[src/rtl/flash_bus_responder.sv]
// Flash bus responder: emulates NOR-flash read/program/sector-erase timing
// over a 256x8 internal array. Each accepted request produces one fb_done
// strobe; protected program/erase requests complete at once with err set.
module flash_bus_responder #(
    parameter int unsigned READ_WAIT  = 4,
    parameter int unsigned WRITE_WAIT = 20,
    parameter int unsigned ERASE_WAIT = 100,
    parameter logic [7:0]  WP_BASE    = 8'hF0
) (
    input  logic       CLK_50MHZ,
    input  logic       RST,
    input  logic       fb_start,
    input  logic       fl_flow,
    input  logic       fl_erase,
    input  logic [7:0] fl_addr,
    input  logic [7:0] fl_data_wr,
    output logic [7:0] fl_data_rd,
    output logic       fb_done,
    output logic       busy,
    output logic       err
);

    // Wait counter must hold the largest reload value (MAX_WAIT - 1).
    localparam int unsigned MAX_RW   = (READ_WAIT > WRITE_WAIT) ? READ_WAIT : WRITE_WAIT;
    localparam int unsigned MAX_WAIT = (MAX_RW > ERASE_WAIT) ? MAX_RW : ERASE_WAIT;
    localparam int unsigned CNT_W    = (MAX_WAIT > 1) ? $clog2(MAX_WAIT) : 1;

    localparam logic [CNT_W-1:0] RD_LOAD = CNT_W'(READ_WAIT - 1);
    localparam logic [CNT_W-1:0] WR_LOAD = CNT_W'(WRITE_WAIT - 1);
    localparam logic [CNT_W-1:0] ER_LOAD = CNT_W'(ERASE_WAIT - 1);

    typedef enum logic [2:0] {
        StIdle,
        StRdWait,
        StWrWait,
        StErWait,
        StErClr,
        StDone
    } state_e;

    state_e           state_q;
    logic [CNT_W-1:0] cnt_q;
    logic [3:0]       clr_off_q;
    logic [7:0]       addr_q;
    logic [7:0]       data_q;

    // Configuration-time contents are all ones (erased flash); RST does not touch them.
    logic [7:0] mem [256] = '{default: 8'hFF};

    logic       mem_we;
    logic [7:0] mem_waddr;
    logic [7:0] mem_wdata;

    logic       start_prog_prot;
    logic       start_erase_prot;

    assign start_prog_prot  = (fl_addr >= WP_BASE);
    assign start_erase_prot = ({fl_addr[7:4], 4'h0} >= WP_BASE);

    // Storage write port: program update at the end of WR_WAIT, one byte per ER_CLR cycle.
    always_comb begin
        mem_we    = 1'b0;
        mem_waddr = addr_q;
        mem_wdata = 8'hFF;
        if (!RST) begin
            unique case (state_q)
                StWrWait: begin
                    if (cnt_q == '0) begin
                        mem_we    = 1'b1;
                        mem_waddr = addr_q;
                        // Programming can only clear bits.
                        mem_wdata = mem[addr_q] & data_q;
                    end
                end
                StErClr: begin
                    mem_we    = 1'b1;
                    mem_waddr = {addr_q[7:4], clr_off_q};
                    mem_wdata = 8'hFF;
                end
                default: begin
                    mem_we = 1'b0;
                end
            endcase
        end
    end

    // Storage array, not reset so partial erases survive RST.
    always_ff @(posedge CLK_50MHZ) begin
        if (mem_we) begin
            mem[mem_waddr] <= mem_wdata;
        end
    end

    // Request FSM with registered outputs.
    always_ff @(posedge CLK_50MHZ) begin
        if (RST) begin
            state_q    <= StIdle;
            cnt_q      <= '0;
            clr_off_q  <= '0;
            addr_q     <= '0;
            data_q     <= '0;
            fl_data_rd <= '0;
            fb_done    <= 1'b0;
            busy       <= 1'b0;
            err        <= 1'b0;
        end else begin
            fb_done <= 1'b0;
            unique case (state_q)
                StIdle: begin
                    if (fb_start) begin
                        addr_q    <= fl_addr;
                        data_q    <= fl_data_wr;
                        clr_off_q <= '0;
                        busy      <= 1'b1;
                        err       <= 1'b0;
                        // Erase takes priority over the read/program select.
                        if (fl_erase) begin
                            if (start_erase_prot) begin
                                state_q <= StDone;
                                fb_done <= 1'b1;
                                err     <= 1'b1;
                            end else begin
                                state_q <= StErWait;
                                cnt_q   <= ER_LOAD;
                            end
                        end else if (fl_flow) begin
                            if (start_prog_prot) begin
                                state_q <= StDone;
                                fb_done <= 1'b1;
                                err     <= 1'b1;
                            end else begin
                                state_q <= StWrWait;
                                cnt_q   <= WR_LOAD;
                            end
                        end else begin
                            state_q <= StRdWait;
                            cnt_q   <= RD_LOAD;
                        end
                    end
                end
                StRdWait: begin
                    if (cnt_q == '0) begin
                        fl_data_rd <= mem[addr_q];
                        fb_done    <= 1'b1;
                        state_q    <= StDone;
                    end else begin
                        cnt_q <= cnt_q - CNT_W'(1);
                    end
                end
                StWrWait: begin
                    if (cnt_q == '0) begin
                        fb_done <= 1'b1;
                        state_q <= StDone;
                    end else begin
                        cnt_q <= cnt_q - CNT_W'(1);
                    end
                end
                StErWait: begin
                    if (cnt_q == '0) begin
                        clr_off_q <= '0;
                        state_q   <= StErClr;
                    end else begin
                        cnt_q <= cnt_q - CNT_W'(1);
                    end
                end
                StErClr: begin
                    // Offset stops at 15; the last byte is written on the way out.
                    if (clr_off_q == 4'hF) begin
                        fb_done <= 1'b1;
                        state_q <= StDone;
                    end else begin
                        clr_off_q <= clr_off_q + 4'd1;
                    end
                end
                StDone: begin
                    state_q <= StIdle;
                    busy    <= 1'b0;
                    err     <= 1'b0;
                end
                default: begin
                    state_q <= StIdle;
                    busy    <= 1'b0;
                    err     <= 1'b0;
                end
            endcase
        end
    end

endmodule
[config.mk]
export PLATFORM = sky130hd
export DESIGN_NAME = flash_bus_responder
export DESIGN_NICKNAME = d
export VERILOG_FILES = /design/src/rtl/flash_bus_responder.sv
export SDC_FILE = /design/constraint.sdc
export NUM_CORES = 2
export LEC_CHECK = 0
export CORE_MARGIN = 5
export CORE_UTILIZATION = 45
export CTS_CLUSTER_DIAMETER = 200
export CTS_CLUSTER_SIZE = 25
export DETAILED_ROUTE_END_ITERATION = 6
export SLEW_MARGIN = 40
export SYNTH_ARGS = -nofsm -noshare
export SYNTH_HDL_FRONTEND = slang
export SYNTH_SLANG_ARGS = --single-unit
[constraint.sdc]
create_clock -name CLK_50MHZ -period 14.3 [get_ports CLK_50MHZ]
set_input_delay 3.575 -clock CLK_50MHZ [delete_from_list [all_inputs] [get_ports CLK_50MHZ]]
set_output_delay 3.575 -clock CLK_50MHZ [all_outputs]
set_load 0.005 [all_outputs]
Yosys cells after proc, flatten, opt, wreduce, memory -nomap -nowiden
Memories as Yosys holds them, arrays and structs flattened. A register that Yosys moved wholly into a read port is not among the register bits.
Index checks and enable logic that the tools add are counted.
Widths: inputs -> output; s select.

storage, ports and cells
  input port bits = 21
  bits in registers = 41
  word-level logic and storage cells = 85
  output and inout port bits = 11
  bits in writable memories = 2048
  memories = 1

memory list
  name  depth  bits a word  rd ports  clocked after Yosys merged registers in  wr ports  line  RTL
  mem   256    8            1         1                                        1         48    logic [7:0] mem [256] = '{default: 8'hFF};

operators by class
  $lt $le $gt $ge = 2
  bitwise operators = 2
  reductions and logical operators = 13
  eq/ne operators = 13
  add/subtract/negate cells = 2
  multiplexer cells = 43

operator list
  kind                 number
  $mux 7               6
  $mux 8               5
  $mux 3               8
  $mux 4               5
  $ge 8x8->1 const B   2
  $pmux 7 s2           1
  $mux 1               12
  $pmux 3 s4           1
  $pmux 4 s3           1
  $ne 2x2->1 const B   5
  $and 8x8->8          1
  $reduce_and 4->1     2
  $logic_not 7->1      1
  $sub 7x1->7 const B  1
  $eq 3x2->1 const B   2
  $pmux 1 s2           3
  $reduce_and 2->1     3
  $reduce_and 5->1     1
  $add 4x1->4 const B  1
  $eq 4x4->1 const B   1
  $ne 4x4->1 const B   1
  $reduce_or 4->1      1
  $eq 3x1->1 const B   1
  $eq 3x3->1 const B   1
  other kinds (9)      9

Longest topological paths before layout
  depth in word-level cells = 6
  depth in mapped cells = 12
  gate-level depth less buffers = 9

Least setup slack after synthesis
No wires, ideal clock.

  kind = flip-flop to flip-flop
  start point = register with a tool-made name
  end point = memory mem[0][6] (data pin)
  period minus slack after synthesis = 14.465 ns
  cell stages (with the launch flop) = 12
  arrival = 12.232 ns
  path slack = -0.165 ns
  buffers on the path = 4
  data required time = 12.067 ns
  setup time = 2.233 ns
  cells stage by stage = dfxtp_1 > buf_6 > buf_6 > buf_6 > buf_6 > nor2_1 > a22o_1 > nor4_1 > o22ai_1 > a31oi_1 > a311oi_1 > o31ai_1

RTL lines
  what           line
  end, declared  48

Worst setup path after layout
  start point = input port RST
  end point = memory mem[167][1], enable pin

on the way
  longest elaborated chain between the ends = 3
  elaborated cells between the ends (all ways) = 4
  those cells by class = mux (4)

ends and longest elaborated chain
  what                          line  RTL
  start, declared               11    input logic RST,
  $mux 1                        65    if (!RST) begin
  $mux 1                        89    if (mem_we) begin
  $mux 1 (implied by the code)  90    mem[mem_waddr] <= mem_wdata;

Several ways; a longest one is shown, not always the timed one.

==> summary.txt <==
Synth
  – Yosys warning total: 0
  – Synth area leaders: edfxtp_1 75%, mux4_2 14%, nor2_1 1.5%, dfxtp_1 1.2%, mux2i_1 1.2%
  – Share of the synthesized area in the top cell type: 75.4%
  – EDFF count, synth: 2048
  – Synth cell types: 66
  – Most common cell in the synthesized netlist: edfxtp_1
  – Syn Area/Cell: 20.6 µm²
  – Synth area leader: edfxtp_1
  – Post-synth top cells: 2048 x edfxtp_1, 501 x mux4_2, 316 x nor2_1
  – Synth Flop Type: edfxtp_1
  – Syn_nets: 3982
  – FF+latch count, synth: 2097
  – Ys async rst share: 0%
  – Sequential element share of the synthesized area: 76.6%
  – Cells after synthesis: 3958
  – Post-Syn Area: 81600 µm²

Job
  – Max-capacitance violation count: 0

Pwr
  – Cell Pwr Density: 137 nW/µm²
  – Max VDD drop: 0.000106 V
  – Leak Pwr: 30.0 nW

Clock network
  – Cts bufs inserted: 93
  – # Post-CTS Setup Buffers: 0
  – CTS tree: built
  – CTS resizes: 0
  – CTS H-tree depth: 3
  – CTS clk-pin slew, worst paths: 0.10 ns
  – Clk sinks: 2097
  – Worst skew pair latency: 0.75 ns
  – Hold-fix buffers, CTS: 0
  – Longest Clk Path Bufs: 3
  – Root Driver: clkbuf_16

Die
  – Io pins: 32
  – Core area: 181000 µm²
  – Die width: 436 µm
  – Die Area: 190000 µm²
  – Initial core utilization: 45.2%
  – Row Count: 156
  – Die Y-Extent: 436 µm

Place
  – Dpl cells: 6230
  – Final HPWL DP: 133000 µm
  – Place WS: 6.79 ns
  – RePlAce Congestion: 0.869
  – I/O Buffers: 31

GRT
  – GRT Total Usage: 22.3%
  – First-pass GRT wire length: 304000 µm
  – Antenna violations before repair: 5
  – Grt ovf: 0
  – Vias in the first global route: 39700
  – Largest net degree at the start of global routing: 142

STA
  – Final Hold Viols: 0
  – Hold Slack: 0.467 ns
  – Worst Slack Setup Final: 7.59 ns
  – Final setup fails: 0
  – Period minus WS final: 6.71 ns
  – Clock skew: 0.0429 ns
  – Slew HR: 39.4%
  – Worst slew pin tran: 0.910 ns
  – Final slew viol count: 0
  – Fmax: 149 MHz
  – Final period util: 46.9%
  – Setup TNS: 0 ns
  – RSZ-0062 raised after global routing: no

Detailed routing
  – DR DRC count: 0
  – Starting DRT DRC Count: 5107
  – Routed via count: 39700
  – Detail Route Antenna Nets: 0
  – Final wirelength: 214000 µm
  – Routed len/inst: 33.7 µm
  – Detailed Routing Iterations Pass 1: 6
  – Routed vias/inst: 6.24

Setup path
  – Worst Path Class, Setup: in -> reg
  – Crit path launch type: input port
  – Crit end category: register
  – CP Launch Point: RST
  – Crit-path max FO: 35
  – Arrival time worst endpoint: 7.08 ns
  – Worst R2R Setup Slack: 7.62 ns
  – Critical Path RT: 14.66 ns

Finish
  – Multi-input combinational cell area: 17900 µm²
  – Layout cell share with drive strength beyond 1: 19.6%
  – Final Util: 48.3%
  – Finished Layout Cells: 6361
  – Area Overhead vs Synth: 6.97%
  – Fillcell total: 14400
  – Final net count: 3981
  – Register cell area after layout: 62500 µm²

Min path
  – Worst Min Path Start: data_q[4]
  – Worst Hold Class: reg -> reg

Run status
  – Status: completed
-- flip-flops by register name (all words and copies together), names as in the netlist, named ones only --
name and count:
clr_off_q 4, err 1, mem 2048, state_q 3
busy 1, addr_q 8, cnt_q 7, data_q 8
fl_data_rd 8, fb_done 1
-- power breakdown --
group / total [mW] / switching, mW / internal (mW)
clock: 3.04 / 1.81 / 1.23
sequential: 6.94 / 0.0855 / 6.85
combinational: 2.01 / 1.37 / 0.637
-- critical path, cell delays in order --
cell and delay (ns):
buf_2 0.09, buf_4 0.25, nor2_1 0.13, and3_2 0.50, nor2_1 0.25, nor3b_4 0.71, nand2_1 0.68, nor2_1 0.84
-- metrics by stage --
step / area [µm²] / power, mW
after floorplan: 81600 / 8.35
after global placement: 84400 / 9.05
after detailed placement: 84600 / 9.07
after CTS: 87200 / 12.0
after global routing: 87200 / 12.4
final: 87200 / 12.0
-- cell usage in the layout (no fill, tap or decap), types with 7 or more instances in the layout --
cell type and n:
nand3_1 42, clkbuf_1 27, inv_1 13, o21ai_0 30, buf_4 67, buf_6 14
nand3b_1 7, dfxtp_1 44, a32oi_1 13, and3_1 8, clkdlybuf4s50_1 30, a22oi_1 74
buf_12 11, mux2i_1 98, or2_2 8, nor2_1 311, mux2_2 22, mux4_2 501
nand2_2 13, edfxtp_1 2048, a31oi_1 10, nand2b_1 18, a211oi_1 9, a21oi_1 69
nand2_1 160, o22ai_1 53, clkbuf_16 95, nor3_1 29, a221oi_1 13, nor2b_1 14
o221ai_1 15
-- logic make-up (layout without fill, tap and decap cells) --
kind of cell	Yosys count	count (layout)	synth area share [%]
fa+ha+maj	4	4	0.0583
mux	621	621	15.3
xor+xnor	2	2	0.0215
buf+inv	241	272	1.73
simple gates	656	656	3.46
compound gates	337	337	2.78
other cells	0	2	0
flops	2097	2097	76.6
-- path summary, 6_finish.rpt --
| kind | to | cells past startpoint |
|---|---|---|
| setup / recovery | mem[167][1] | 8 |
| hold / removal | data_q[4] | 2 |
| setup reg to reg | mem[11][0] | 12 |
| hold reg to reg | data_q[4] | 2 |
-- cell type report --
class	instances	share of cell area [%]
diodes	2	0.00574
clock buffers	122	2.84
clock inverters	5	0.0588
inverters	18	0.0774
multi-input cells	1620	20.5
flip-flops and latches	2097	71.6
well taps	2370	3.40
repair buffers	127	1.47
-- metal layers --
metal | up-vias | routed length (µm) | track usage, %
met5 | - | 23 | 0
met4 | 4 | 8190 | 7.25
met3 | 317 | 18000 | 4.24
met2 | 1903 | 100000 | 34.8
met1 | 21200 | 87800 | 32.0
li1 | 16200 | - | -
No activity file was read; power rests on OpenSTA's default activity.
